## config.mk

```make
export PLATFORM = sky130hd
export DESIGN_NAME = jt12_mixer
export DESIGN_NICKNAME = d
export VERILOG_FILES = /design/src/rtl/jt12_mixer.sv
export SDC_FILE = /design/constraint.sdc
export NUM_CORES = 1
export LEC_CHECK = 0
export ABC_AREA = 1
export BUFFER_PORTS_ARGS = -buffer_cell sky130_fd_sc_hd__buf_4
export CAP_MARGIN = 10
export CELL_PAD_IN_SITES_DETAIL_PLACEMENT = 1
export CELL_PAD_IN_SITES_GLOBAL_PLACEMENT = 2
export CORE_ASPECT_RATIO = 0.6
export CORE_MARGIN = 2
export CORE_UTILIZATION = 30
export DETAILED_ROUTE_END_ITERATION = 16
export MAX_ROUTING_LAYER = met4
export PLACE_DENSITY = 0.7
export SLEW_MARGIN = 20
export SYNTH_ARGS = -nofsm -noshare
export SYNTH_HDL_FRONTEND = slang
export SYNTH_SLANG_ARGS = --single-unit
export TNS_END_PERCENT = 30
```

## constraint.sdc

```tcl
create_clock -name clk -period 3.6 [get_ports clk]
set_clock_uncertainty 0.1 [all_clocks]
set_input_delay 0.36 -clock clk [delete_from_list [all_inputs] [get_ports clk]]
set_output_delay 0.36 -clock clk [all_outputs]
set_load 0.005 [all_outputs]
```

## src/rtl/jt12_mixer.sv

```systemverilog
`default_nettype none
// =============================================================================
// jt12_mixer : frame mixer for the time-multiplexed operator result stream.
//   Sums carrier slots into stereo frame sums and per-channel sums, substitutes
//   PCM on the last channel, then saturates or wraps the results onto a combined
//   stereo output and a serial per-channel output.
// Revision 1.0
// =============================================================================
module jt12_mixer #(
   parameter int CHANNELS = 6,
   parameter int OPW      = 9,
   parameter int OUTW     = 12,
   parameter int CHW      = 3
) (
   input  logic            clk,
   input  logic            rst_n,
   input  logic            cen,
   input  logic            zero,
   input  logic [OPW-1:0]  op_result,
   input  logic            op_valid,
   input  logic [CHW-1:0]  ch,
   input  logic [1:0]      rl,
   input  logic            pcm_en,
   input  logic [OPW-1:0]  pcm,
   input  logic            limiter_en,
   output logic [OUTW-1:0] left,
   output logic [OUTW-1:0] right,
   output logic            sample,
   output logic            clip,
   output logic [OPW-1:0]  mux_left,
   output logic [OPW-1:0]  mux_right,
   output logic [CHW-1:0]  mux_ch,
   output logic            mux_sample
);

   localparam int ACCW = OPW + $clog2(4*CHANNELS) + 1;
   localparam int CSW  = OPW + 3;

   localparam logic [CHW-1:0] LAST_CH = CHW'(CHANNELS-1);
   localparam logic [CHW:0]   NUM_CH  = (CHW+1)'(CHANNELS);

   localparam logic signed [ACCW-1:0] OUT_MAX = ACCW'((2**(OUTW-1)) - 1);
   localparam logic signed [ACCW-1:0] OUT_MIN = ACCW'(-(2**(OUTW-1)));
   localparam logic signed [CSW-1:0]  MUX_MAX = CSW'((2**(OPW-1)) - 1);
   localparam logic signed [CSW-1:0]  MUX_MIN = CSW'(-(2**(OPW-1)));

   typedef enum logic {IDLE = 1'b0, SHIFT = 1'b1} state_t;

   function automatic logic ovf_out(input logic signed [ACCW-1:0] v);
      return (v > OUT_MAX) || (v < OUT_MIN);
   endfunction

   function automatic logic [OUTW-1:0] conv_out(input logic signed [ACCW-1:0] v,
                                                input logic lim);
      logic [OUTW-1:0] r;
      r = v[OUTW-1:0];
      if (lim && (v > OUT_MAX))      r = OUT_MAX[OUTW-1:0];
      else if (lim && (v < OUT_MIN)) r = OUT_MIN[OUTW-1:0];
      return r;
   endfunction

   function automatic logic [OPW-1:0] conv_mux(input logic signed [CSW-1:0] v,
                                               input logic lim);
      logic [OPW-1:0] r;
      r = v[OPW-1:0];
      if (lim && (v > MUX_MAX))      r = MUX_MAX[OPW-1:0];
      else if (lim && (v < MUX_MIN)) r = MUX_MIN[OPW-1:0];
      return r;
   endfunction

   // ---------------------------------------------------------------- slot decode
   logic                   w_bnd;
   logic                   w_keep;
   logic                   w_pcm_l;
   logic                   w_pcm_r;
   logic signed [ACCW-1:0] w_op_a;
   logic signed [ACCW-1:0] w_pcm_a;
   logic signed [CSW-1:0]  w_op_c;
   logic signed [CSW-1:0]  w_pcm_c;
   logic signed [ACCW-1:0] w_add_l;
   logic signed [ACCW-1:0] w_add_r;
   logic signed [ACCW-1:0] w_base_l;
   logic signed [ACCW-1:0] w_base_r;

   logic [1:0] rl_q [CHANNELS];
   logic [1:0] rl_d [CHANNELS];

   assign w_bnd  = cen & zero;
   // The last channel is silenced while PCM owns it; out-of-range slots never count.
   assign w_keep = op_valid & ({1'b0, ch} < NUM_CH) & ~(pcm_en & (ch == LAST_CH));

   assign w_op_a  = {{(ACCW-OPW){op_result[OPW-1]}}, op_result};
   assign w_pcm_a = {{(ACCW-OPW){pcm[OPW-1]}}, pcm};
   assign w_op_c  = {{(CSW-OPW){op_result[OPW-1]}}, op_result};
   assign w_pcm_c = {{(CSW-OPW){pcm[OPW-1]}}, pcm};

   assign w_pcm_l = w_bnd & pcm_en & rl_q[CHANNELS-1][1];
   assign w_pcm_r = w_bnd & pcm_en & rl_q[CHANNELS-1][0];

   assign w_add_l = (w_keep & rl[1]) ? w_op_a : '0;
   assign w_add_r = (w_keep & rl[0]) ? w_op_a : '0;

   // ---------------------------------------------------------------- combined path
   logic signed [ACCW-1:0] acc_l_q, acc_l_d;
   logic signed [ACCW-1:0] acc_r_q, acc_r_d;
   logic [OUTW-1:0]        left_q, left_d;
   logic [OUTW-1:0]        right_q, right_d;
   logic                   clip_q, clip_d;
   logic                   sample_q, sample_d;
   logic                   lim_q, lim_d;

   assign w_base_l = w_bnd ? (w_pcm_l ? w_pcm_a : '0) : acc_l_q;
   assign w_base_r = w_bnd ? (w_pcm_r ? w_pcm_a : '0) : acc_r_q;

   always_comb begin
      acc_l_d  = acc_l_q;
      acc_r_d  = acc_r_q;
      left_d   = left_q;
      right_d  = right_q;
      clip_d   = clip_q;
      lim_d    = lim_q;
      sample_d = w_bnd;
      if (cen) begin
         acc_l_d = w_base_l + w_add_l;
         acc_r_d = w_base_r + w_add_r;
      end
      if (w_bnd) begin
         left_d  = conv_out(acc_l_q, limiter_en);
         right_d = conv_out(acc_r_q, limiter_en);
         clip_d  = ovf_out(acc_l_q) | ovf_out(acc_r_q);
         lim_d   = limiter_en;
      end
   end

   // ---------------------------------------------------------------- per-channel path
   logic signed [CSW-1:0] chl_q [CHANNELS];
   logic signed [CSW-1:0] chl_d [CHANNELS];
   logic signed [CSW-1:0] chr_q [CHANNELS];
   logic signed [CSW-1:0] chr_d [CHANNELS];
   logic signed [CSW-1:0] shl_q [CHANNELS];
   logic signed [CSW-1:0] shl_d [CHANNELS];
   logic signed [CSW-1:0] shr_q [CHANNELS];
   logic signed [CSW-1:0] shr_d [CHANNELS];

   always_comb begin
      for (int k = 0; k < CHANNELS; k++) begin
         chl_d[k] = chl_q[k];
         chr_d[k] = chr_q[k];
         shl_d[k] = shl_q[k];
         shr_d[k] = shr_q[k];
         rl_d[k]  = rl_q[k];
         if (cen) begin
            if (w_bnd) begin
               shl_d[k] = chl_q[k];
               shr_d[k] = chr_q[k];
               chl_d[k] = '0;
               chr_d[k] = '0;
            end
            if (w_keep && (ch == CHW'(k))) begin
               if (rl[1]) chl_d[k] = chl_d[k] + w_op_c;
               if (rl[0]) chr_d[k] = chr_d[k] + w_op_c;
            end
            if (op_valid && (ch == CHW'(k))) rl_d[k] = rl;
         end
      end
      if (w_pcm_l) chl_d[CHANNELS-1] = chl_d[CHANNELS-1] + w_pcm_c;
      if (w_pcm_r) chr_d[CHANNELS-1] = chr_d[CHANNELS-1] + w_pcm_c;
   end

   // ---------------------------------------------------------------- mux serialiser
   state_t         state_q, state_d;
   logic [CHW-1:0] k_q, k_d;
   logic [OPW-1:0] mux_l_q, mux_l_d;
   logic [OPW-1:0] mux_r_q, mux_r_d;
   logic [CHW-1:0] mux_ch_q, mux_ch_d;
   logic           mux_smp_q, mux_smp_d;

   always_ff @(posedge clk or negedge rst_n) begin
      if (!rst_n) begin
         state_q <= IDLE;
      end else begin
         state_q <= state_d;
      end
   end

   // A new boundary always wins: the remaining old shadow values are dropped.
   always_comb begin
      state_d   = state_q;
      k_d       = k_q;
      mux_l_d   = mux_l_q;
      mux_r_d   = mux_r_q;
      mux_ch_d  = mux_ch_q;
      mux_smp_d = 1'b0;
      if (cen) begin
         if (zero) begin
            state_d = SHIFT;
            k_d     = '0;
         end else if (state_q == SHIFT) begin
            mux_l_d   = conv_mux(shl_q[k_q], lim_q);
            mux_r_d   = conv_mux(shr_q[k_q], lim_q);
            mux_ch_d  = k_q;
            mux_smp_d = 1'b1;
            if (k_q == LAST_CH) begin
               state_d = IDLE;
               k_d     = '0;
            end else begin
               k_d = k_q + 1'b1;
            end
         end
      end
   end

   // ---------------------------------------------------------------- registers
   always_ff @(posedge clk or negedge rst_n) begin
      if (!rst_n) begin
         acc_l_q   <= '0;
         acc_r_q   <= '0;
         left_q    <= '0;
         right_q   <= '0;
         clip_q    <= 1'b0;
         sample_q  <= 1'b0;
         lim_q     <= 1'b0;
         k_q       <= '0;
         mux_l_q   <= '0;
         mux_r_q   <= '0;
         mux_ch_q  <= '0;
         mux_smp_q <= 1'b0;
         for (int k = 0; k < CHANNELS; k++) begin
            chl_q[k] <= '0;
            chr_q[k] <= '0;
            shl_q[k] <= '0;
            shr_q[k] <= '0;
            rl_q[k]  <= '0;
         end
      end else begin
         acc_l_q   <= acc_l_d;
         acc_r_q   <= acc_r_d;
         left_q    <= left_d;
         right_q   <= right_d;
         clip_q    <= clip_d;
         sample_q  <= sample_d;
         lim_q     <= lim_d;
         k_q       <= k_d;
         mux_l_q   <= mux_l_d;
         mux_r_q   <= mux_r_d;
         mux_ch_q  <= mux_ch_d;
         mux_smp_q <= mux_smp_d;
         chl_q     <= chl_d;
         chr_q     <= chr_d;
         shl_q     <= shl_d;
         shr_q     <= shr_d;
         rl_q      <= rl_d;
      end
   end

   assign left       = left_q;
   assign right      = right_q;
   assign sample     = sample_q;
   assign clip       = clip_q;
   assign mux_left   = mux_l_q;
   assign mux_right  = mux_r_q;
   assign mux_ch     = mux_ch_q;
   assign mux_sample = mux_smp_q;

endmodule
`default_nettype wire

```

==> results.tsv <==
stage	metric	value	unit
job	max-cap violations	0	
power_and_ir_drop	Comb power frac	0.332	
drt	first-pass detailed-route iteration total	5	
clock_tree	Num CTS Buffers	43	
cells_and_area	Area Growth Syn to Fin	18.3	%
floorplanning	Rows	84	
synthesis	post-synthesis sequential area ratio	0.351	
setup_path	Startpoint Class	register	
power_and_ir_drop	Peak supply drop	0.276	mV
synthesis	post-synth top area cell	dfrtp_1	
clock_tree	clock root cell	clkbuf_16	
setup_path	Worst Path Max Fanout	4	
clock_tree	H-tree depth	2	
power_and_ir_drop	internal power	9.63	mW
power_and_ir_drop	sequential share of power	0.348	
global_routing	gr ovfl total	0	
sta	Setup TNS Final	0	ns
cells_and_area	Nets	4134	
floorplanning	core area	87700	µm²
drt	vias per cell	5.05	
synthesis	top post-synthesis cells by area	dfrtp_1, nand2_1, ha_1	
sta	max-slew violations	0	
setup_path	WP data arrival	3.74	ns
setup_path	CP endpoint kind	register	
clock_tree	CTS Buffer Depth	3	
floorplanning	Starting Density	0.303	
setup_path	worst r2r src	chl_q[0]$_DFF_PN0_	
sta	hold_ws	0.0487	ns
clock_tree	clock sink count	373	
synthesis	fraction of registers with async set/reset	1.00	
setup_path	Critical Path RT	3.99	ns
placement	placer's final routability congestion estimate	0.899	
synthesis	cell count after synthesis	3722	
drt	routed wire length	106	mm
floorplanning	chip width	388	µm
cells_and_area	share of cells above drive strength 1	0.126	
drt	drt drc	0	
drt	starting DRC count in detailed routing	1748	
power_and_ir_drop	clock power share	0.320	
synthesis	number of distinct library cells after synthesis	51	
run_status	status	finished clean	
global_routing	number of global-route vias before repair	25300	
setup_path	cell depth of the worst flop-to-flop path	24	
synthesis	EDFF count, synth	0	
hold_path	Hold Startpoint	cen	
sta	max_slew headroom	0.354	
synthesis	flops & latches, synth	373	
floorplanning	I/O pin count	78	
sta	Fmax	298	MHz
power_and_ir_drop	P per Cell Area	490	nW/µm²
setup_path	flop-to-flop setup slack	0.25	ns
global_routing	largest net degree at the start of global routing	105	
setup_path	Worst setup startpoint	chl_q[0]$_DFF_PN0_	
setup_path	Crit Path Class	register to register	
floorplanning	Die Height	235	µm
global_routing	antenna violations before repair	14	
sta	Finish-stage setup viols	0	
sta	Worst-Margin Slew	0.970	ns
drt	total number of vias	25800	
sta	Period Utilization, post-route	0.931	
synthesis	most common cell in the synthesized netlist	nand2_1	
power_and_ir_drop	Sw Ratio	0.376	
sta	Final Hold Fails	0	
synthesis	Commonest cells post-synth	nand2_1, o21ai_0, inv_1, nor2_1, dfrtp_1	
clock_tree	Worst-path clk slew	0.07	ns
setup_path	r2r endpoint	chl_q[7]$_DFF_PN0_	
synthesis	total number of yosys warnings	0	
clock_tree	worst-skew pair later-pin latency	0.60	ns
drt	WL/cell	20.8	µm
floorplanning	Die ar.	91100	µm²
sta	fin crit period	3.35	ns
hold_path	Hold Crit Class	input port to register	
synthesis	cell area after synthesis	26600	µm²
hold_path	Hold Path Depth	5	
power_and_ir_drop	Switch Pwr	5.79	mW
power_and_ir_drop	Static Leakage	15.4	nW
synthesis	Synth top area share	0.351	
hold_path	hold endpoint	shr_q[6]$_DFFE_PN0P_	
drt	Detail Route Antenna Nets	0	
synthesis	ys flop type	dfrtp_1	
global_routing	global-route wire length before repair	162	mm
global_routing	gr usage total	0.240	
synthesis	Synthesized Nets	3944	
placement	DP HPWL	81.4	mm
placement	port bufs	77	
synthesis	Post-Syn Area per Cell	7.14	µm²
clock_tree	CTS tree	yes	
==> worst max path at each step <==
stage,slack (ns),to,depth (start not counted)
after floorplan,-0.01,chl_q[7]$_DFF_PN0_,28
after global placement,-0.06,chr_q[9]$_DFF_PN0_,27
after detailed placement,-0.12,chr_q[7]$_DFF_PN0_,26
after CTS,0.05,chr_q[7]$_DFF_PN0_,24
after global routing,-0.02,chr_q[8]$_DFF_PN0_,23
final,0.25,chl_q[7]$_DFF_PN0_,24
==> cell usage in the layout (no fill, tap or decap), types with 48 or more instances in the layout <==
cell	count
o21ai_0	414
inv_1	408
nand3_1	210
a21oi_1	256
nand2_1	857
dfrtp_1	372
buf_4	276
nor2_1	370
ha_1	165
xor2_1	48
==> critical path, cell delays in order (launching register included) <==
cell and delay, ns:
dfrtp_1 0.34, inv_1 0.09, nor2_2 0.12, ha_2 0.19, inv_1 0.05, fa_2 0.35
inv_1 0.06, nand3_1 0.10, nand2_2 0.09, nand2_1 0.06, xnor2_1 0.14, nand2_1 0.07
nand2_1 0.06, nand2_1 0.05, o21ai_0 0.09, inv_1 0.07, ha_1 0.35, nand2_1 0.07
nand2_1 0.11, nand3_1 0.08, nand2_1 0.11, a21oi_2 0.06, or2_2 0.28, nand3_1 0.07
nand3_1 0.07
==> registers in the layout, summed over array words and instances, names as in the netlist, 12 cells and up <==
name	cells
acc_l_q	15
shr_q	72
chr_q	72
left	12
right	12
shl_q	72
acc_r_q	15
chl_q	72
==> cell type report <==
| type | instances | area, µm² |
|---|---|---|
| Fill cell | 10900 | 56200 |
| Clock buffer | 52 | 1180 |
| Timing Repair Buffer | 289 | 2310 |
| Tap cell | 1161 | 1450 |
| Sequential cell | 373 | 9340 |
| Inverter | 434 | 1650 |
| Multi-Input combinational cell | 2771 | 15200 |
| Antenna cell | 2 | 5.00 |
| Clock inverter | 27 | 352 |
==> cells by family after synthesis <==
kind of cell,count (synthesis),share of synthesized area
simple gates,1579,0.247
mux,2,0.000753
compound gates,911,0.190
fa+ha+maj,192,0.0949
xor+xnor,87,0.0287
flops,373,0.351
buf+inv,578,0.0880
==> per-layer routing <==
layer / routed length, µm / track usage / up-vias
met5: 0 / - / -
met4: 1240 / 0.0339 / 0
met3: 5330 / 0.0340 / 67
met2: 38600 / 0.301 / 423
met1: 61100 / 0.395 / 12600
li1: - / - / 12700
==> timing repair <==
item,in CTS,in global routing
endpoints found under the hold margin,154,0
resized for setup,0,52
hold buffers,1,0
setup buffers,0,1
setup endpoints to repair,0,14
==> power groups by stage <==
stage               Combinational [mW]  Clock [mW]  Sequential (mW)
floorplan                         3.04           0             5.21
finish                            5.12        4.94             5.36
detailed placement                5.00           0             5.42
global route                      5.76        5.25             5.43
CTS                               5.03        5.08             5.36
global placement                  4.95           0             5.42
==> per-stage QoR <==
stage | util | instances | area, µm² | setup WS, ns | power (mW)
after detailed placement | 0.338 | 5026 | 29700 | -0.124 | 10.4
final | 0.359 | 5109 | 31500 | 0.249 | 15.4
after floorplan | - | 3722 | 26600 | -0.0136 | 8.25
after global placement | 0.338 | 5026 | 29700 | -0.0604 | 10.4
after global routing | 0.359 | 5108 | 31400 | -0.0235 | 16.4
after CTS | 0.356 | 5106 | 31200 | 0.0539 | 15.5
(Power assumes the default switching activity.)
